$ cat config.mk
export PLATFORM = sky130hd
export DESIGN_NAME = fifo_dest_router
export DESIGN_NICKNAME = d
export VERILOG_FILES = /design/src/rtl/fifo_dest_router_pkg.sv /design/src/rtl/fifo_dest_router_skid.sv /design/src/rtl/fifo_dest_router.sv
export SDC_FILE = /design/constraint.sdc
export NUM_CORES = 1
export LEC_CHECK = 0
export BUFFER_PORTS_ARGS = -buffer_cell sky130_fd_sc_hd__buf_4
export CAP_MARGIN = 20
export CELL_PAD_IN_SITES_DETAIL_PLACEMENT = 0
export CELL_PAD_IN_SITES_GLOBAL_PLACEMENT = 1
export CORE_MARGIN = 3
export CORE_UTILIZATION = 41
export DETAILED_ROUTE_END_ITERATION = 10
export PLACE_DENSITY = 0.78
export SYNTH_ARGS = -nofsm -noshare
export SYNTH_HDL_FRONTEND = slang
export SYNTH_SLANG_ARGS = --single-unit
$ cat constraint.sdc
create_clock -name clk -period 8.2 [get_ports clk]
set_input_delay 0.82 -clock clk [delete_from_list [all_inputs] [get_ports clk]]
set_output_delay 0.82 -clock clk [all_outputs]
set_load 0.02 [all_outputs]
$ cat src/rtl/fifo_dest_router_pkg.sv
// Shared constants and helpers for the FIFO destination router.
//   WORD_SIZE  : routed word width (word passes through unmodified)
//   DEST_BITS  : width of the destination field held in the word MSBs
//   NUM_DEST   : number of destination ports (2**DEST_BITS)
//   RD_LAT     : cycles from an upstream pop edge to valid read data
//   SKID_DEPTH : skid entries needed to absorb every in-flight pop
package fifo_dest_router_pkg;

    localparam int unsigned WORD_SIZE  = 6;
    localparam int unsigned DEST_BITS  = 2;
    localparam int unsigned NUM_DEST   = 4;
    localparam int unsigned RD_LAT     = 2;
    localparam int unsigned SKID_DEPTH = RD_LAT + 1;

    // Pointer and count widths for the skid (count reaches SKID_DEPTH).
    localparam int unsigned SKID_PTR_W = 2;
    localparam int unsigned SKID_CNT_W = 2;
    // Width of the in-flight pop count and of skid+in-flight occupancy sums.
    localparam int unsigned INFL_W     = 2;
    localparam int unsigned OCC_W      = 3;

    typedef enum logic [1:0] {
        ST_IDLE  = 2'd0,   // nothing in flight, skid empty, no push pending
        ST_RUN   = 2'd1,   // words moving through pipe/skid
        ST_BLOCK = 2'd2    // skid head held by destination backpressure
    } route_state_e;

    // Destination index carried in the word MSBs.
    function automatic logic [DEST_BITS-1:0] dest_of(input logic [WORD_SIZE-1:0] word);
        return word[WORD_SIZE-1 -: DEST_BITS];
    endfunction

endpackage

$ cat src/rtl/fifo_dest_router_skid.sv
// Circular skid buffer that absorbs the upstream read latency.
//   clk, reset_L : clock, async active-low reset
//   wr_en/wr_data: capture one word
//   rd_en        : dequeue the head (caller guarantees head_valid_c)
//   head_c       : current head word, head_valid_c: skid not empty
//   count        : registered occupancy, 0..DEPTH
module router_skid #(
    parameter int unsigned WIDTH = 6,
    parameter int unsigned DEPTH = 3,
    parameter int unsigned PTR_W = 2,
    parameter int unsigned CNT_W = 2
) (
    input  logic             clk,
    input  logic             reset_L,
    input  logic             wr_en,
    input  logic [WIDTH-1:0] wr_data,
    input  logic             rd_en,
    output logic [WIDTH-1:0] head_c,
    output logic             head_valid_c,
    output logic [CNT_W-1:0] count
);

    logic [WIDTH-1:0] mem [DEPTH];
    logic [PTR_W-1:0] wr_ptr;
    logic [PTR_W-1:0] rd_ptr;

    // Depth need not be a power of two, so wrap explicitly.
    function automatic logic [PTR_W-1:0] ptr_inc(input logic [PTR_W-1:0] p);
        return (p == PTR_W'(DEPTH - 1)) ? '0 : p + PTR_W'(1);
    endfunction

    // Pointer and occupancy bookkeeping; write+dequeue leaves count unchanged.
    always_ff @(posedge clk or negedge reset_L) begin
        if (!reset_L) begin
            wr_ptr <= '0;
            rd_ptr <= '0;
            count  <= '0;
        end else begin
            if (wr_en) wr_ptr <= ptr_inc(wr_ptr);
            if (rd_en) rd_ptr <= ptr_inc(rd_ptr);
            case ({wr_en, rd_en})
                2'b10:   count <= count + CNT_W'(1);
                2'b01:   count <= count - CNT_W'(1);
                default: count <= count;
            endcase
        end
    end

    // Data storage needs no reset; validity is tracked by count.
    always_ff @(posedge clk) begin
        if (wr_en) mem[wr_ptr] <= wr_data;
    end

    assign head_c       = mem[rd_ptr];
    assign head_valid_c = (count != '0);

    skid_no_overflow: assert property (@(posedge clk) disable iff (!reset_L)
        !(wr_en && (count == CNT_W'(DEPTH))))
        else $error("router_skid: write into full skid");

endmodule

$ cat src/rtl/fifo_dest_router.sv
// Pops words from an upstream FIFO, absorbs its read latency in a skid and
// routes each word in order to the destination named by its MSBs.
//   clk, reset_L        : clock, async active-low reset
//   enable              : allow new pops; 0 drains in-flight words
//   fifo_empty/_almost_empty/_data_out : upstream FIFO status and data
//   fifo_rd             : pop request (combinational from registered state)
//   dest_almost_full    : per-destination backpressure
//   dest_data_out       : routed word, shared by all destinations
//   dest_push           : one-hot push strobe, one cycle per word
//   idle                : nothing in flight, skid empty, no push this cycle
//   skid_count          : skid occupancy
module fifo_dest_router
    import fifo_dest_router_pkg::*;
(
    input  logic                  clk,
    input  logic                  reset_L,
    input  logic                  enable,
    input  logic                  fifo_empty,
    input  logic                  fifo_almost_empty,
    input  logic [WORD_SIZE-1:0]  fifo_data_out,
    output logic                  fifo_rd,
    input  logic [NUM_DEST-1:0]   dest_almost_full,
    output logic [WORD_SIZE-1:0]  dest_data_out,
    output logic [NUM_DEST-1:0]   dest_push,
    output logic                  idle,
    output logic [SKID_CNT_W-1:0] skid_count
);

    route_state_e         state_q;
    route_state_e         state_d;
    logic [RD_LAT-1:0]    vld_q;        // bit 0 = newest pop
    logic [RD_LAT-1:0]    vld_d;
    logic                 rd_prev_q;
    logic                 run_q;        // holds pops off until after reset release
    logic [WORD_SIZE-1:0] head_c;
    logic                 head_valid_c;
    logic [DEST_BITS-1:0] head_dest_c;
    logic                 blocked_c;
    logic                 deq_c;
    logic                 pop_c;
    logic [INFL_W-1:0]    inflight_c;
    logic [OCC_W-1:0]     occ_c;
    logic [OCC_W-1:0]     cnt_next_c;
    logic                 busy_next_c;
    logic [NUM_DEST-1:0]  push_d;

    router_skid #(
        .WIDTH (WORD_SIZE),
        .DEPTH (SKID_DEPTH),
        .PTR_W (SKID_PTR_W),
        .CNT_W (SKID_CNT_W)
    ) u_skid (
        .clk          (clk),
        .reset_L      (reset_L),
        .wr_en        (vld_q[RD_LAT-1]),
        .wr_data      (fifo_data_out),
        .rd_en        (deq_c),
        .head_c       (head_c),
        .head_valid_c (head_valid_c),
        .count        (skid_count)
    );

    // State register.
    always_ff @(posedge clk or negedge reset_L) begin
        if (!reset_L) state_q <= ST_IDLE;
        else          state_q <= state_d;
    end

    // Next state: idle only when the coming cycle has nothing in flight,
    // an empty skid and no push strobe.
    always_comb begin
        state_d     = state_q;
        vld_d       = {vld_q[RD_LAT-2:0], pop_c};
        cnt_next_c  = OCC_W'(skid_count) + OCC_W'(vld_q[RD_LAT-1]) - OCC_W'(deq_c);
        busy_next_c = (|vld_d) || (cnt_next_c != '0) || deq_c;
        if (!busy_next_c)                  state_d = ST_IDLE;
        else if (head_valid_c && blocked_c) state_d = ST_BLOCK;
        else                               state_d = ST_RUN;
    end

    // Outputs: route decision for the skid head and pop gating.
    always_comb begin
        head_dest_c = dest_of(head_c);
        blocked_c   = dest_almost_full[head_dest_c];
        deq_c       = head_valid_c && !blocked_c;
        push_d      = deq_c ? (NUM_DEST'(1) << head_dest_c) : '0;
        inflight_c  = '0;
        for (int unsigned i = 0; i < RD_LAT; i++) begin
            inflight_c = inflight_c + INFL_W'(vld_q[i]);
        end
        // Reserve a skid slot for every word already popped, net of this
        // cycle's dequeue. Flags lag a pop by one cycle, so with one word
        // left never pop back-to-back.
        occ_c = OCC_W'(skid_count) + OCC_W'(inflight_c) - OCC_W'(deq_c);
        pop_c = run_q && enable && !fifo_empty
             && (occ_c < OCC_W'(SKID_DEPTH))
             && (!fifo_almost_empty || !rd_prev_q);
    end

    // Pop tracking pipe and registered destination outputs.
    always_ff @(posedge clk or negedge reset_L) begin
        if (!reset_L) begin
            vld_q         <= '0;
            rd_prev_q     <= 1'b0;
            run_q         <= 1'b0;
            dest_push     <= '0;
            dest_data_out <= '0;
        end else begin
            vld_q     <= vld_d;
            rd_prev_q <= pop_c;
            run_q     <= 1'b1;
            dest_push <= push_d;
            if (deq_c) dest_data_out <= head_c;
        end
    end

    assign fifo_rd = pop_c;
    assign idle    = (state_q == ST_IDLE);

endmodule

* After elaboration in Yosys (flattened, before gate mapping) *
Memories as Yosys holds them, arrays and structs flattened.
Cells that the tools add are included.

operators by class
  shifts and indexed selects = 1
  muxes and demuxes = 10
  magnitude comparators = 2
  equal/unequal tests = 4
  reduce and logical (&&, ||, !) cells = 18
  add/subtract/negate cells = 9

operators with widths
  kind                                                         number
  2-to-1 mux 2 bit                                             4
  adder 2 x 1 -> 2 bit (second input constant)                 3
  equality test 2 bit (second input constant)                  3
  logical AND 1 bit                                            6
  subtractor 3 x 1 -> 3 bit                                    2
  logical NOT 1 bit                                            4
  2-to-1 mux 4 bit                                             1
  case mux 2 bit (2 select lines)                              1
  nonzero test 2 bit                                           2
  left shift 1 x 2 -> 4 bit (first input constant)             1
  adder 2 x 1 -> 3 bit                                         1
  adder 2 x 2 -> 3 bit                                         1
  logical OR 1 bit                                             3
  less-than comparator 2 x 3 -> 1 bit (second input constant)  1
  less-than comparator 3 x 2 -> 1 bit (second input constant)  1
  2-to-1 mux 1 bit                                             3
  nonzero test 3 bit                                           1
  adder 1 x 1 -> 2 bit                                         1
  binary-select mux 1 bit (select 2 bit)                       1
  equality test 2 x 1 -> 1 bit (second input constant)         1
  logical NOT 2 bit                                            1
  OR reduction 2 bit                                           1
  subtractor 2 x 1 -> 2 bit (second input constant)            1

word-level totals
  register bits = 22
  RAM bits = 18
  output and inout port bits = 14
  memories = 1
  logic and storage cells = 54
  input port bits = 15

memories
  memory      depth  width  rd ports  clocked after memory_dff  write ports  RTL line                     RTL
  u_skid.mem  3      6      1         0                         1            fifo_dest_router_skid.sv:23  logic [WIDTH-1:0] mem [DEPTH];

* Depth between registers and ports, before layout *
An unclocked memory read counts as a cell.

  depth in word-level cells = 13
  gate-level depth with buffers = 15
  mapped depth without buffers = 14

* Modules after synthesis *
Synthesis repeated with hierarchy kept, for this count alone.

unflattened totals
  cells, all modules = 120
  area, all modules = 1,727.9 sq um

modules (own cells, without submodules)
  module            cells an instance  area each (sq um)  seq. area each (sq um)  instances
  router_skid       62                 939.7              690.7                   1
  fifo_dest_router  58                 788.3              375.4                   1

* Worst setup path after synthesis *
OpenSTA, ideal clock, no wires.

  kind = input -> output
  from = input port dest_almost_full[3]
  to = output port fifo_rd
  stages on the path = 11
  data required time = 7,380 ps
  path buffers = 0
  arrival time = 3,569 ps
  slack = 3,811 ps
  cell sequence = mux4_2 and2_2 nor2_2 o21ai_4 inv_1 ha_1 fa_1 inv_1 fa_1 a221o_1 nor2_1

on the way
  longest elaborated chain between the ends = 8

RTL lines
  what                                    RTL line                RTL
  start: declaration                      fifo_dest_router.sv:22  input logic [NUM_DEST-1:0] dest_almost_full,
  binary-select mux 1 bit (select 2 bit)  fifo_dest_router.sv:84  blocked_c = dest_almost_full[head_dest_c];
  2-to-1 mux 1 bit (not written as such)  fifo_dest_router.sv:84
  logical NOT 1 bit                       fifo_dest_router.sv:85  deq_c = head_valid_c && !blocked_c;
  logical AND 1 bit                       fifo_dest_router.sv:85
  named net deq_c                         fifo_dest_router.sv:39  logic deq_c;
  subtractor 3 x 1 -> 3 bit               fifo_dest_router.sv:94  occ_c = OCC_W'(skid_count) + OCC_W'(inflight_c) - OCC_W'(deq_c);
  less-than comparator 3 x 2 -> 1 bit     fifo_dest_router.sv:96  && (occ_c < OCC_W'(SKID_DEPTH))
  logical AND 1 bit                       fifo_dest_router.sv:96
  logical AND 1 bit                       fifo_dest_router.sv:97  && (!fifo_almost_empty || !rd_prev_q);
  end: declaration                        fifo_dest_router.sv:21  output logic fifo_rd,

The timed path passes the listed nets, and every way through them passes these cells. The select of a mux whose other input is x is not followed.

* Final worst setup path *
  from = register u_skid.rd_ptr[0]
  to = output port fifo_rd

on the way
  longest elaborated chain between the ends = 9

RTL lines
  what                                    RTL line                     RTL
  start: declaration                      fifo_dest_router_skid.sv:25  logic [PTR_W-1:0] rd_ptr;
  start signal: assignment                fifo_dest_router_skid.sv:40  if (rd_en) rd_ptr <= ptr_inc(rd_ptr);
  memory read (3 x 6 bit)                 -
  binary-select mux 1 bit (select 2 bit)  fifo_dest_router.sv:84
  2-to-1 mux 1 bit (not written as such)  fifo_dest_router.sv:84
  logical NOT 1 bit                       fifo_dest_router.sv:85
  logical AND 1 bit                       fifo_dest_router.sv:85
  named net deq_c                         fifo_dest_router.sv:39
  subtractor 3 x 1 -> 3 bit               fifo_dest_router.sv:94
  less-than comparator 3 x 2 -> 1 bit     fifo_dest_router.sv:96
  logical AND 1 bit                       fifo_dest_router.sv:96
  logical AND 1 bit                       fifo_dest_router.sv:97

The timed path passes the listed nets, and every way through them passes these cells. The select of a mux whose other input is x is not followed.

==> metrics.txt <==
Inserted Clock Buffers 5; total wire length after detailed routing 3.06 mm; delay of the slowest cell on the worst path approximately 0.62 ns; cell depth of the worst setup path 12; final-layout fill cell count between 300 and 400; clock latency reported for the late side of the worst-skew pair 0.29 ns; netlist area before placement ~1800 um2; unrepaired setup endpoints after global routing false; endpoint arrival time on the critical path between 4 and 5 ns; power after layout between 800 and 900 uW; worst hold margin just over 0.4 ns; count of final max-slew check failures 0; layout cells sized above 1 31.1%; Setup-failing EPs final 0; final number of hold-violating endpoints 0; count of buffers from port buffering 28; biggest fanout along the worst timing path 10; post-synthesis cell count ~130; number of clock sinks 39; normalized max-slew margin between 30% and 40%; Post-layout nets around 190; number of distinct library cell variants in the gate-level netlist after synthesis 32; start point of the critical path u_skid.rd_ptr[0]$_DFFE_PN0P_; Yosys top cell by area sky130_fd_sc_hd__edfxtp_1; share of synthesized flip-flops with an asynchronous set or reset between 50% and 60%; mean area per synthesized cell between 10 and 15 um2; number of enable flip-flop cells after synthesis 18; status completed; Chip Width slightly above 70 um; post-synthesis sequential area ratio just under 60%; power density relative to cell area between 300 and 400 nW/um2; slew at the pin closest to its max-slew limit between 1 and 1.5 ns; critical path startpoint category flop; clock tree from TritonCTS built; synthesized flop and latch total 39; synthesized netlist net count approximately 150; count of synthesis-stage warnings from yosys 0; type of element capturing the critical path primary output; DR vias approximately 1100; cell with the most instances after synthesis sky130_fd_sc_hd__dfrtp_1; leakage power summed over all cells between 0.0009 and 0.001 uW; utilization after layout between 50 and 60%; First-pass DRT Iterations 4; average routed wire per standard cell around 14 um; number of cells upsized or downsized after cts 0; clock transition at the registers of the reported paths roughly 0.080 ns; Peak Freq between 200 and 250 MHz; violation count after the first detailed-routing iteration ~110; Critical Setup Path Class flop to primary output; weighted congestion at the end of routability-driven global placement around 0.79; die height between 70 and 80 um; core footprint 4120 um2; post-synthesis to final-layout area growth 18.1%; deepest level of the CTS H-tree 2; initial core utilization 43.7%; Final Critical Period ~4.9 ns; library cell contributing the largest single delay on the critical path sky130_fd_sc_hd__dfrtp_1; via count of the first global-routing pass about 1100; area share of the largest cell type after synthesis roughly 30%; number of nets with antenna violations after detailed routing 0; post-DP HPWL ~2.2 mm; # rows 23; R2R cell count 13; vias per inst 4.99; class of the most critical hold timing path input port to asynchronous set/reset pin; Commonest cells post-synth 21 x sky130_fd_sc_hd__dfrtp_1, 18 x sky130_fd_sc_hd__edfxtp_1, 12 x sky130_fd_sc_hd__nor2_1, 11 x sky130_fd_sc_hd__inv_1, 9 x sky130_fd_sc_hd__mux2i_1; critical path buffer and inverter count 3; remaining design rule violation count 0; number of antenna cells inserted 0; initial antenna violation count 0; cell type group with the largest total delay on the critical path adder cells; number of top-level design ports 29; beginning of the worst register-to-register path u_skid.rd_ptr[0]$_DFFE_PN0P_; maximum resistive drop on vdd roughly 0.11 mV; wire length of the first global-routing pass between 5 and 6 mm; max cap viols 0; worst path cell trace mux2_4 -> mux2i_4 -> mux2_4 -> o21ai_4 -> inv_1 -> ha_1 -> fa_1 -> inv_1 -> fa_1 -> a221o_1 -> nor2_1 -> buf_4; largest net degree at the start of global routing 22; root buffer selected by CTS sky130_fd_sc_hd__clkbuf_8; Reg2Reg Setup Slack 3.91 ns; post-route fraction of the period consumed by the critical path roughly 60%; die area between 5000 and 6000 um2; CTS hold repair buffers 0; leading cell types by total area after synthesis sky130_fd_sc_hd__edfxtp_1 30%, sky130_fd_sc_hd__dfrtp_1 29%, sky130_fd_sc_hd__mux2i_1 5.0%; Data required, critical path between 7 and 8 ns; worst r2r dst state_q[1]$_DFF_PN0_; CTS max path bufs 2; clock skew after layout ~0.0042 ns; commonest register cell after synthesis sky130_fd_sc_hd__dfrtp_1; Setup Buffers After CTS 0; Sum Neg Setup Slack 0 ns; global-route usage over all layers between 10% and 20%; total congestion overflow 0
final cells by class:
type,instances,area [um2],share of cell area (%)
sequential,39,1070,50.2
clock inverter,2,12.5,0.590
inverter,11,41.3,1.95
timing repair buffer,28,210,9.91
clock buffer,6,72.6,3.42
multi-input combinational,78,657,31.0
tap,50,62.6,2.95
worst max-delay path by stage:
stage | slack [ns] | endpoint
5_1_grt | 3.03 | fifo_rd
2_1_floorplan | 3.81 | fifo_rd
3_5_place_dp | 3.51 | fifo_rd
6_report | 3.26 | fifo_rd
4_1_cts | 3.20 | fifo_rd
3_3_place_gp | 3.60 | fifo_rd
kinds of logic (layout without fill, tap and decap cells):
group           count (synthesis)  after routing  synth area share, %
compound gates                 18             18                 7.59
other cells                     1              1                0.209
simple gates                   28             28                 6.89
mux                            20             20                 13.8
flops                          39             39                 59.3
fa+ha+maj                       7              7                 6.13
buf+inv                        14             47                 4.11
xor+xnor                        4              4                 1.95
where the power goes:
part	switching (uW)	leakage, uW	internal, uW
registers	51.3	0.000425	257
clock network	66.9	0.0000412	59.4
logic	189	0.000468	184
routing by layer:
layer / vias up / global-route usage [%] / share of wire, %
met4: 0 / 6.89 / 1.8
li1: 517 / - / -
met1: 519 / 16.6 / 43
met2: 27 / 22.5 / 51
met5: - / 0 / 0
met3: 4 / 4.71 / 4.7
worst reg2reg max path: cells and delay by family (launching register included):
| family | cells | cell delay, ns |
|---|---|---|
| mux | 3 | 0.90 |
| buf+inv | 2 | 0.21 |
| fa+ha+maj | 3 | 1.15 |
| flops | 1 | 0.62 |
| compound gates | 5 | 1.33 |
state kept, by name, indices dropped and copies added (netlist names):
| name | count |
|---|---|
| run_q | 1 |
| u_skid.mem | 18 |
| u_skid.wr_ptr | 2 |
| state_q | 2 |
| u_skid.count | 2 |
| vld_q | 2 |
| dest_data_out | 6 |
| dest_push | 4 |
| u_skid.rd_ptr | 2 |
stage by stage:
stage                     cells  cell area, um2  worst slack (ns)
final                       214            2120              3.26
after global routing        214            2120              3.03
after CTS                   214            2120              3.20
after detailed placement    206            2040              3.51
after global placement      206            2040              3.60
after floorplan             131            1800              3.81
cell usage in the layout (no fill, tap or decap), drive strengths merged, types with 2 or more instances in the layout:
master	instances
buf	28
dfrtp	21
edfxtp	18
nor2	13
inv	11
mux2i	10
o21ai	9
mux2	9
nand2	8
clkbuf	6
xnor2	4
ha	4
nor3	3
fa	3
o211a	2
a21o	2
(Power assumes the default switching activity.)
